## src/rtl/gshare_predictor.sv

```systemverilog
// gshare predictor: PC ^ global-history indexed saturating counters.
// Define PRED_STATS_EN to build resolved-branch and mispredict counters.
module gshare_predictor #(
    parameter int CNT_W = 2,
    parameter int IDX_W = 8,
    parameter int GHR_W = 8
) (
    input  logic             clk,
    input  logic             rst,
    input  logic             rdy,
    input  logic [31:0]      pd_pc,
    input  logic [31:0]      pd_inst,
    input  logic             pd_ena,
    output logic             pd_tk,
    output logic [31:0]      pd_off,
    output logic [GHR_W-1:0] pd_ghr,
    output logic             pd_busy,
    input  logic             fb_ena,
    input  logic [31:0]      fb_pc,
    input  logic             fb_tk,
    input  logic [GHR_W-1:0] fb_ghr,
    input  logic             fb_mis,
    output logic [31:0]      stat_br,
    output logic [31:0]      stat_mis
);

    localparam int DEPTH = 2 ** IDX_W;
    localparam logic [CNT_W-1:0] WNT = CNT_W'((2 ** (CNT_W - 1)) - 1);
    localparam logic [CNT_W-1:0] CMAX = '1;
    localparam logic [6:0] OP_BR = 7'h63;
    localparam logic [6:0] OP_JAL = 7'h6f;

    typedef enum logic {INIT, RUN} state_t;

    state_t           state;
    logic [IDX_W-1:0] ptr;
    logic [GHR_W-1:0] ghr;
    logic [CNT_W-1:0] tbl [DEPTH];

    logic             is_br;
    logic             is_jal;
    logic [IDX_W-1:0] rd_idx;
    logic [IDX_W-1:0] up_idx;
    logic [IDX_W-1:0] wr_idx;
    logic [CNT_W-1:0] up_cnt;
    logic [CNT_W-1:0] wr_val;
    logic             wr_en;
    logic             fb_acc;
    logic [GHR_W-1:0] ghr_nxt;
    logic             unused_bits;

    assign is_br   = pd_inst[6:0] == OP_BR;
    assign is_jal  = pd_inst[6:0] == OP_JAL;
    assign rd_idx  = pd_pc[IDX_W+1:2] ^ IDX_W'(ghr);
    assign up_idx  = fb_pc[IDX_W+1:2] ^ IDX_W'(fb_ghr);
    assign pd_busy = state == INIT;
    assign pd_ghr  = ghr;
    assign fb_acc  = rdy & ~pd_busy & fb_ena;

    assign unused_bits = ^{pd_pc[31:IDX_W+2], pd_pc[1:0],
                           fb_pc[31:IDX_W+2], fb_pc[1:0]};

    always_comb begin
        pd_tk  = 1'b0;
        pd_off = 32'd4;
        unique case (1'b1)
            is_br: begin
                pd_tk  = ~pd_busy & tbl[rd_idx][CNT_W-1];
                pd_off = {{19{pd_inst[31]}}, pd_inst[31], pd_inst[7],
                          pd_inst[30:25], pd_inst[11:8], 1'b0};
            end
            is_jal: begin
                pd_tk  = 1'b1;
                pd_off = {{11{pd_inst[31]}}, pd_inst[31], pd_inst[19:12],
                          pd_inst[20], pd_inst[30:21], 1'b0};
            end
            default: ;
        endcase
    end

    always_comb begin
        up_cnt = tbl[up_idx];
        if (fb_tk) begin
            if (up_cnt != CMAX) up_cnt = up_cnt + CNT_W'(1);
        end else if (up_cnt != '0) begin
            up_cnt = up_cnt - CNT_W'(1);
        end
    end

    // The init sweep owns the write port until RUN.
    assign wr_en  = rst & ((pd_busy & rdy) | fb_acc);
    assign wr_idx = pd_busy ? ptr : up_idx;
    assign wr_val = pd_busy ? WNT : up_cnt;

    always_ff @(posedge clk) begin
        if (wr_en) tbl[wr_idx] <= wr_val;
    end

    always_comb begin
        ghr_nxt = ghr;
        if (fb_ena & fb_mis) begin
            ghr_nxt = (fb_ghr << 1) | GHR_W'(fb_tk);
        end else if (pd_ena & is_br) begin
            ghr_nxt = (ghr << 1) | GHR_W'(pd_tk);
        end
    end

    always_ff @(posedge clk or negedge rst) begin
        if (!rst) begin
            state <= INIT;
            ptr   <= '0;
            ghr   <= '0;
        end else if (rdy) begin
            unique case (state)
                INIT: begin
                    ptr <= ptr + IDX_W'(1);
                    if (&ptr) state <= RUN;
                end
                RUN: ghr <= ghr_nxt;
            endcase
        end
    end

`ifdef PRED_STATS_EN
    always_ff @(posedge clk or negedge rst) begin
        if (!rst) begin
            stat_br  <= '0;
            stat_mis <= '0;
        end else if (fb_acc) begin
            stat_br <= stat_br + 32'd1;
            if (fb_mis) stat_mis <= stat_mis + 32'd1;
        end
    end
`else
    assign stat_br  = '0;
    assign stat_mis = '0;
`endif

endmodule

```

## config.mk

```make
export PLATFORM = sky130hd
export DESIGN_NAME = gshare_predictor
export DESIGN_NICKNAME = d
export VERILOG_FILES = /design/src/rtl/gshare_predictor.sv
export SDC_FILE = /design/constraint.sdc
export NUM_CORES = 1
export LEC_CHECK = 0
export CAP_MARGIN = 10
export CORE_MARGIN = 2
export CORE_UTILIZATION = 30
export CTS_CLUSTER_DIAMETER = 80
export DETAILED_ROUTE_END_ITERATION = 10
export PLACE_DENSITY = 0.58
export RECOVER_POWER = 100
export SLEW_MARGIN = 20
export SYNTH_ARGS = -nofsm -noshare
export SYNTH_HDL_FRONTEND = slang
export SYNTH_SLANG_ARGS = --single-unit
```

## constraint.sdc

```tcl
create_clock -name clk -period 12.45 [get_ports clk]
set_input_delay 2.49 -clock clk [delete_from_list [all_inputs] [get_ports clk]]
set_output_delay 2.49 -clock clk [all_outputs]
set_load 0.02 [all_outputs]
```

==> results.toml, run 1 <==
[run_status]
outcome = "finished with violations"
violations = "capacitance limit, slew limit"

[die]
dieHeight_um = 291.7
die_x_um = 291.7
die_area_um2 = 85110
ios = 217
fp.coreArea_um2 = 81980
num_rows = 105
initial_core_util_pct = 30.30

[synthesis]
synth_top_family_by_area = "multiplexers"
muxShareOfSynthArea_pct = 18.10
synthSimpleGateAreaFrac_pct = 8.514
ys.flop_type = "edfxtp_1"
ys_seq_elements = 529
ys_async_sr_fraction_pct = 3.214
seq_area_frac_synth_pct = 63.62
synth_edf_count = 512
syn-mean-instance-area_um2 = 15.32
yosys.area_share.xor_xnor_pct = 1.360
yosys_warnings = 0
syn_area_um2 = 24840
synth_compound_area_share_pct = 3.935
synthAdderAreaFrac_pct = 0.05038
synth_cells = 1621
ys_types = 51

[placement]
dpl_cell_area_um2 = 26940
port_buffers = 103
dp_cells = 2736
dp_hpwl_um = 45530
globalplace.congestion = 0.8324

[hold_path]
worstHoldPathCells = 1
hold_path_end = "ptr[6]"
worstHoldPathType = "reg -> reg"
holdCritStartpoint = "ptr[6]"

[sta]
maxSlewHeadroom_pct = -194.4
worstMarginPinSlew_ns = 4.416
finalHoldViolCount = 0
rsz0062_at_grt = "false"
report.final.slew_viol_count = 408
holdWs_ns = 0.5153
min_period_over_period_pct = 83.68
max_freq_mhz = 95.99
setup_viol = 0
fin_crit_ns = 10.42
fin_setup_tns_ns = 0
skew_ns = 0.02383

[route]
dr.pass1.iters = 6
drtAntennaViolNets = 0
drtIter0Drc = 1958
drc_errors = 0
drt-wirelength-per-cell_um = 26.11
via_count = 15470
wirelength_um = 73990
routed_via_density = 5.457

[global_routing]
grt_pass1_wl_um = 106300
grt_usage_pct = 17.17
grt_pass1_vias = 15490
grt_max_degree = 144
antenna_found_initial = 1
overflow = 0

[flow_run]
drv_cap = 12

[cts]
cts_tree = "built"
clkLatencyLatePin_ns = 0.62
cts.sinks = 529
post_cts_buffers = 0
cts_hold_buf = 0
cts.repair.resized = 0
clkTransAtPathRegs_ns = 0.07
cts_buffers = 52
clock_path_buffers = 3
cts-root-buf = "clkbuf_16"
h-tree-depth = 2

[setup_path]
cpLargestDelayFamily = "buffers and inverters"
start_kind = "primary input"
critPathMaxFanout = 24
cp-end-kind = "output pin"
cp.buffers_inverters = 3
slowest_stage = "xor2_1"
path_common_cell = "clkdlybuf4s50_1"
rrSetupSlack_ns = 7.44
r2r-end = "pd_ghr[0]"
crit_arrival_ns = 7.93
path_class = "in -> out"
crit_chain = "clkdlybuf4s50_1 > xor2_1 > buf_4 > mux4_2 > nand3_1 > nand4_1 > a211oi_1 > nor4_1 > a21o_1 > or2_1 > clkdlybuf4s50_1"
slowest_delay_ns = 1.57
required_ns = 9.96
rr_startpoint = "pd_ghr[0]"
reg2regPathDepth = 10

[layout]
antenna_cells = 0
final_area_um2 = 28560
layout_commonest_cell = "edfxtp_1"
drive_gt1_share_pct = 17.74
final_cell_mix = "edfxtp_1, nor2_1, mux4_2"
fillers = 7815
fin_cells = 2834
num-nets-final = 1832
area_growth_pct = 14.98

[power]
p_total_mw = 4.683
peakVddDrop_mv = 0.09949
p_leak_nw = 8.958
pwr_density_cell_nw_per_um2 = 164.0
[worst max path at each step]
stage	start	end	slack [ns]	cells past startpoint
floorplan	fb_ghr[1]	tbl[0][0]	2.44	10
CTS	pd_pc[3]	pd_tk	2.93	11
global placement	pd_pc[2]	pd_tk	2.96	11
global route	fb_ghr[1]	tbl[130][0]	1.73	12
finish	pd_pc[2]	pd_tk	2.03	11
detailed placement	pd_pc[3]	pd_tk	2.94	11
[per-stage QoR]
stage / utilization [%] / worst slack, ns
floorplan: - / 2.444
global placement: 32.86 / 2.963
detailed placement: 32.86 / 2.944
CTS: 34.95 / 2.931
global route: 34.84 / 1.733
finish: 34.84 / 2.032
[state kept, by name (all words and copies together) (netlist names)]
name,flops
pd_ghr,8
ptr,8
tbl,512
state,1
[synth_stat cells (17+ instances only)]
library cell | n | area [um^2]
edfxtp_1 | 512 | 15370
nor2_1 | 308 | 1156
mux4_2 | 181 | 4076
nand2_1 | 126 | 473.0
buf_4 | 90 | 675.7
clkbuf_1 | 56 | 210.2
a22oi_1 | 41 | 307.8
a21oi_1 | 37 | 185.2
mux2i_1 | 37 | 370.4
nand3_1 | 27 | 135.1
nand4_1 | 21 | 131.4
xnor2_1 | 19 | 166.4
dfrtp_1 | 17 | 425.4
[routing by layer]
| layer | wire length, um | GRT usage [%] |
|---|---|---|
| met1 | 27800 | 21.87 |
| met2 | 35200 | 28.16 |
| met3 | 8077 | 4.498 |
| met4 | 2892 | 6.349 |
| met5 | 12 | 0 |
[area by class of cell]
class / instances / area (um^2) / share of cell area [%]
Multi-Input combinational cell: 981 / 8332 / 29.18
Clock inverter: 33 / 312.8 / 1.095
Clock buffer: 65 / 1401 / 4.907
Sequential cell: 529 / 15800 / 55.33
Timing Repair Buffer: 152 / 1358 / 4.754
Inverter: 4 / 15.01 / 0.05258
Tap cell: 1070 / 1339 / 4.688
[where the power goes]
| part | internal [mW] | switching (mW) | total, mW |
|---|---|---|---|
| logic | 0.315 | 0.609 | 0.925 |
| clock network | 0.921 | 0.680 | 1.60 |
| registers | 2.14 | 0.0129 | 2.16 |
[logic make-up (layout without fill, tap and decap cells)]
family / Yosys count / after routing
mux: 221 / 221
buf+inv: 175 / 254
other cells: 1 / 65
simple gates: 516 / 516
flops: 529 / 529
fa+ha+maj: 1 / 1
xor+xnor: 36 / 36
compound gates: 142 / 142
No activity file was read; power rests on OpenSTA's default activity.
==> inputs of run 2 (changes only) <==
==> constraint.sdc (replaced) <==
create_clock -name clk -period 10.2 [get_ports clk]
set_input_delay 2.04 -clock clk [delete_from_list [all_inputs] [get_ports clk]]
set_output_delay 2.04 -clock clk [all_outputs]
set_load 0.02 [all_outputs]
==> run 2 against run 1 <==
  * The run still ends with capacitance limit, slew limit left
  * Global-route usage grew 0.12 points
  * Sequential cell count is the same
  * Total power grew 21%
  * First-iteration DRC count shrank 0.15%
  * Setup slack lost 1.2 ns
  * Critical path type is now in -> reg
==> results.toml, run 2 (same netlist as run 1, synthesis figures left out) <==
[setup_path]
required_ns = 10.38
cp-end-kind = "flop"
rrSetupSlack_ns = 5.83
rr_startpoint = "pd_ghr[0]"
crit_chain = "dlygate4sd3_1 > xor2_4 > clkbuf_1 > nor2_1 > a221oi_1 > nand2_1 > a21oi_1 > nor4_1 > nand4_1 > o21ai_0 > o2bb2ai_4 > clkbuf_2"
r2r-end = "pd_ghr[0]"
slowest_stage = "nor2_1"
start_kind = "primary input"
critPathMaxFanout = 80
crit_arrival_ns = 9.51
cpLargestDelayFamily = "simple AND/OR/NAND/NOR gates"
slowest_delay_ns = 2.41
cp.buffers_inverters = 3
path_class = "in -> reg"
reg2regPathDepth = 10

[power]
peakVddDrop_mv = 0.1498
p_leak_nw = 8.965
pwr_density_cell_nw_per_um2 = 198.6

[sta]
rsz0062_at_grt = "false"
fin_setup_tns_ns = 0
finalHoldViolCount = 0
max_freq_mhz = 107.2
setup_slack_ns = 0.8708
skew_ns = 0.02367
maxSlewHeadroom_pct = -90.20
worstMarginPinSlew_ns = 2.843
setup_viol = 0
min_period_over_period_pct = 91.46
report.final.slew_viol_count = 294
fin_crit_ns = 9.329

[global_routing]
grt_pass1_vias = 15390
grt_pass1_wl_um = 107700
grt_max_degree = 132
overflow = 0
antenna_found_initial = 0
grt_usage_pct = 17.29

[die]
initial_core_util_pct = 30.30
dieHeight_um = 291.7
die_x_um = 291.7
die_area_um2 = 85110
num_rows = 105
fp.coreArea_um2 = 81980
ios = 217

[layout]
largest_reg_flops = 512
largest-register = "tbl"
layout_commonest_cell = "edfxtp_1"
area_growth_pct = 15.05
final_cell_mix = "edfxtp_1, nor2_1, mux4_2"
num-nets-final = 1838
fillers = 7793
drive_gt1_share_pct = 17.24
antenna_cells = 0

[route]
dr.pass1.iters = 5
via_count = 15490
routed_via_density = 5.456
drt-wirelength-per-cell_um = 26.29
drc_errors = 0
wirelength_um = 74650
drtAntennaViolNets = 0
drtIter0Drc = 1955

[cts]
h-tree-depth = 2
cts_tree = "built"
cts.repair.resized = 0
cts_hold_buf = 0
post_cts_buffers = 0
cts.sinks = 529
clock_path_buffers = 3
clkTransAtPathRegs_ns = 0.06
cts-root-buf = "clkbuf_16"
clkLatencyLatePin_ns = 0.62
cts_buffers = 54

[placement]
port_buffers = 103
globalplace.congestion = 0.8531
dp_hpwl_um = 46910
place_ws_ns = 1.983

[flow_run]
drv_cap = 14

[hold_path]
worstHoldPathCells = 1
holdCritStartpoint = "ptr[6]"
hold_path_end = "ptr[6]"
worstHoldPathType = "reg -> reg"

[run_status]
violations = "capacitance limit, slew limit"
outcome = "finished with violations"
[run 2: cell types whose count changed in the layout (fill, tap and decap cells not counted), sizes merged]
cell / change
inv: -1
clkinvlp: -2
bufinv: -3
dlygate4sd3: -2
clkdlybuf4s50: +2
clkbuf: +15
clkinv: -4
[run 2: stage by stage]
stage          total power, mW  hold WS, ns  instance area, um^2  util, %  instances
2_1_floorplan            3.422       0.4641                25090        -       1685
3_3_place_gp             3.778       0.5027                26980    32.91       2738
3_5_place_dp             3.802       0.5011                27010    32.95       2739
4_1_cts                  5.705       0.5155                28690    35.00       2838
5_1_grt                  5.842       0.5435                28570    34.86       2839
6_report                 5.675       0.5188                28570    34.86       2839
[run 2: power breakdown]
part,leakage [nW],switching [mW],total [mW],internal (mW)
Sequential,4.80,0.0165,2.63,2.62
Clock,0.827,0.827,1.92,1.09
Combinational,3.34,0.748,1.12,0.373
[run 2: per-layer routing]
metal	wire length, um	up-vias	part of all wire [%]	global-route usage [%]
met5	0	-	0	0
met4	2254	0	3.0	5.532
met3	7173	128	9.6	2.938
met2	36310	906	49	28.86
met1	28910	8063	39	22.96
li1	-	6394	-	-
[run 2: worst register-to-register path, cell delays in order, from the launching register on]
cell and delay [ns]:
dfrtp_1 0.51, xor2_4 0.46, clkbuf_1 0.99, mux4_2 0.66, mux4_2 0.48, mux2_2 0.33
nand3_1 0.12, nand4_1 0.18, and3_1 0.26, nor3b_2 0.18, o22ai_1 0.10
[run 2: area by class of cell]
class | count | area [um^2] | area share [%]
timing repair buffer | 156 | 1418 | 4.961
sequential | 529 | 15800 | 55.30
multi-input combinational | 981 | 8320 | 29.12
inverter | 4 | 15.01 | 0.05255
clock inverter | 23 | 186.4 | 0.6524
tap | 1070 | 1339 | 4.685
clock buffer | 76 | 1495 | 5.233
[run 2: worst max-delay path by stage]
stage / to / startpoint / cells after the start / slack, ns
final: tbl[195][1] / fb_ghr[3] / 12 / 0.87
after global routing: tbl[178][0] / fb_ghr[3] / 11 / 0.96
after CTS: pd_tk / pd_pc[2] / 11 / 1.96
after detailed placement: pd_tk / pd_pc[2] / 11 / 1.98
after floorplan: tbl[0][0] / fb_ghr[1] / 10 / 0.64
after global placement: pd_tk / pd_pc[3] / 10 / 1.54
==> inputs of run 3 (changes only) <==
--- a/config.mk
+++ b/config.mk
@@ -16,3 +16,4 @@
 export SYNTH_ARGS = -nofsm -noshare
 export SYNTH_HDL_FRONTEND = slang
 export SYNTH_SLANG_ARGS = --single-unit
+export TNS_END_PERCENT = 50
==> constraint.sdc (replaced) <==
create_clock -name clk -period 9.7 [get_ports clk]
set_input_delay 1.94 -clock clk [delete_from_list [all_inputs] [get_ports clk]]
set_output_delay 1.94 -clock clk [all_outputs]
set_load 0.02 [all_outputs]
==> run 3 against run 2 <==
  * The flow still finishes with violations (capacitance limit, slew limit)
  * Critical path type unchanged
  * Clock power increased by 5%
  * Largest cell class unchanged
  * Critical path depth did not move
  * Utilization is essentially flat
  * Final cell count decreased by 0.25%
  * Combinational power rose by 4%
  * Sequential share of layout area increased by 0.065 points
==> results.toml, run 3 (same netlist as run 1, synthesis figures left out) <==
[hold_path]
worstHoldPathType = "reg -> reg"

[flow_run]
drv_cap = 14

[die]
fp.coreArea_um2 = 81980
initial_core_util_pct = 30.30
ios = 217
num_rows = 105
die_area_um2 = 85110
die_x_um = 291.7
dieHeight_um = 291.7

[cts]
cts-root-buf = "clkbuf_16"
clock_path_buffers = 3
clkLatencyLatePin_ns = 0.59
cts_hold_buf = 0
cts.repair.resized = 0
clkTransAtPathRegs_ns = 0.06
cts_tree = "built"
post_cts_buffers = 0
h-tree-depth = 2
cts.sinks = 529
cts_buffers = 51

[sta]
report.final.slew_viol_count = 247
skew_ns = 0.02718
rsz0062_at_grt = "false"
holdWs_ns = 0.5052
min_period_over_period_pct = 90.12
maxSlewHeadroom_pct = -95.82
setup_slack_ns = 0.9584
fin_crit_ns = 8.742
finalHoldViolCount = 0
setup_viol = 0
fin_setup_tns_ns = 0
max_freq_mhz = 114.4
worstMarginPinSlew_ns = 2.927

[layout]
seq_area_um2 = 15800
multi_input_area_um2 = 8304
fillers = 7808
fin_cells = 2832
area_growth_pct = 14.91
largest_reg_flops = 512
num-nets-final = 1833
drive_gt1_share_pct = 16.86
final_cell_mix = "edfxtp_1, nor2_1, mux4_2"
final_area_um2 = 28540
largest-register = "tbl"
layout_commonest_cell = "edfxtp_1"
antenna_cells = 0

[route]
drc_errors = 0
via_count = 15320
routed_via_density = 5.410
drtIter0Drc = 1698
drtAntennaViolNets = 0
dr.pass1.iters = 5
wirelength_um = 73250
drt-wirelength-per-cell_um = 25.86

[setup_path]
critPathMaxFanout = 188
crit_arrival_ns = 8.98
rrSetupSlack_ns = 5.41
path_class = "in -> reg"
required_ns = 9.94
cp-end-kind = "flop"
start_kind = "primary input"

[global_routing]
grt_usage_pct = 17.07
grt_max_degree = 189
antenna_found_initial = 0
overflow = 0
grt_pass1_vias = 15490
grt_pass1_wl_um = 106700

[power]
peakVddDrop_mv = 0.1565
pwr_density_cell_nw_per_um2 = 208.7
p_leak_nw = 8.941

[run_status]
violations = "capacitance limit, slew limit"
outcome = "finished with violations"

[placement]
port_buffers = 103
dpl_cell_area_um2 = 26990
place_ws_ns = 1.475
globalplace.congestion = 0.8507
dp_cells = 2738
dp_hpwl_um = 45680
-- run 3: routing by layer --
metal | GRT usage [%] | part of all wire, % | up-vias
met4 | 5.997 | 3.7 | 0
met5 | 0 | 0 | -
met1 | 21.95 | 39 | 7860
met2 | 28.36 | 48 | 931
li1 | - | - | 6377
met3 | 3.851 | 10 | 154
-- run 3: area by class of cell --
| class | count | share of cell area, % |
|---|---|---|
| multi-input combinational | 981 | 29.10 |
| clock buffer | 66 | 4.818 |
| inverter | 4 | 0.05261 |
| clock inverter | 28 | 1.052 |
| tap | 1070 | 4.691 |
| timing repair buffer | 154 | 4.928 |
| sequential | 529 | 55.36 |
-- run 3: worst paths after layout --
kind,start,endpoint,cells past startpoint
worst max-delay path,fb_ghr[3],tbl[156][1],12
worst min-delay path,ptr[6],ptr[6],1
worst max register to register,pd_ghr[1],pd_ghr[0],9
worst min register to register,ptr[6],ptr[6],1
max in group asynchronous,rst,ptr[2],1
min in group asynchronous,rst,pd_ghr[1],1
-- run 3: worst max-delay path, stage by stage --
cell	delay, ns
dlygate4sd3_1	0.68
xor2_4	0.22
clkbuf_1	0.88
nor2_1	2.42
a22oi_1	0.45
nand4_1	0.30
a21oi_1	0.10
nor4_1	0.45
nand4_1	0.28
o21ai_0	0.23
o2bb2ai_4	0.18
buf_12	0.41
-- run 3: through the flow --
stage                     power (mW)  utilization [%]
final                          5.957            34.81
after global routing           6.143            34.81
after CTS                      5.992            34.96
after detailed placement       3.990            32.92
after global placement         3.973            32.92
after floorplan                3.625                -
-- run 3: power breakdown --
| part | leakage (nW) | switching, mW | internal (mW) |
|---|---|---|---|
| sequential | 4.80 | 0.0164 | 2.75 |
| combinational | 3.33 | 0.778 | 0.392 |
| clock | 0.813 | 0.842 | 1.18 |
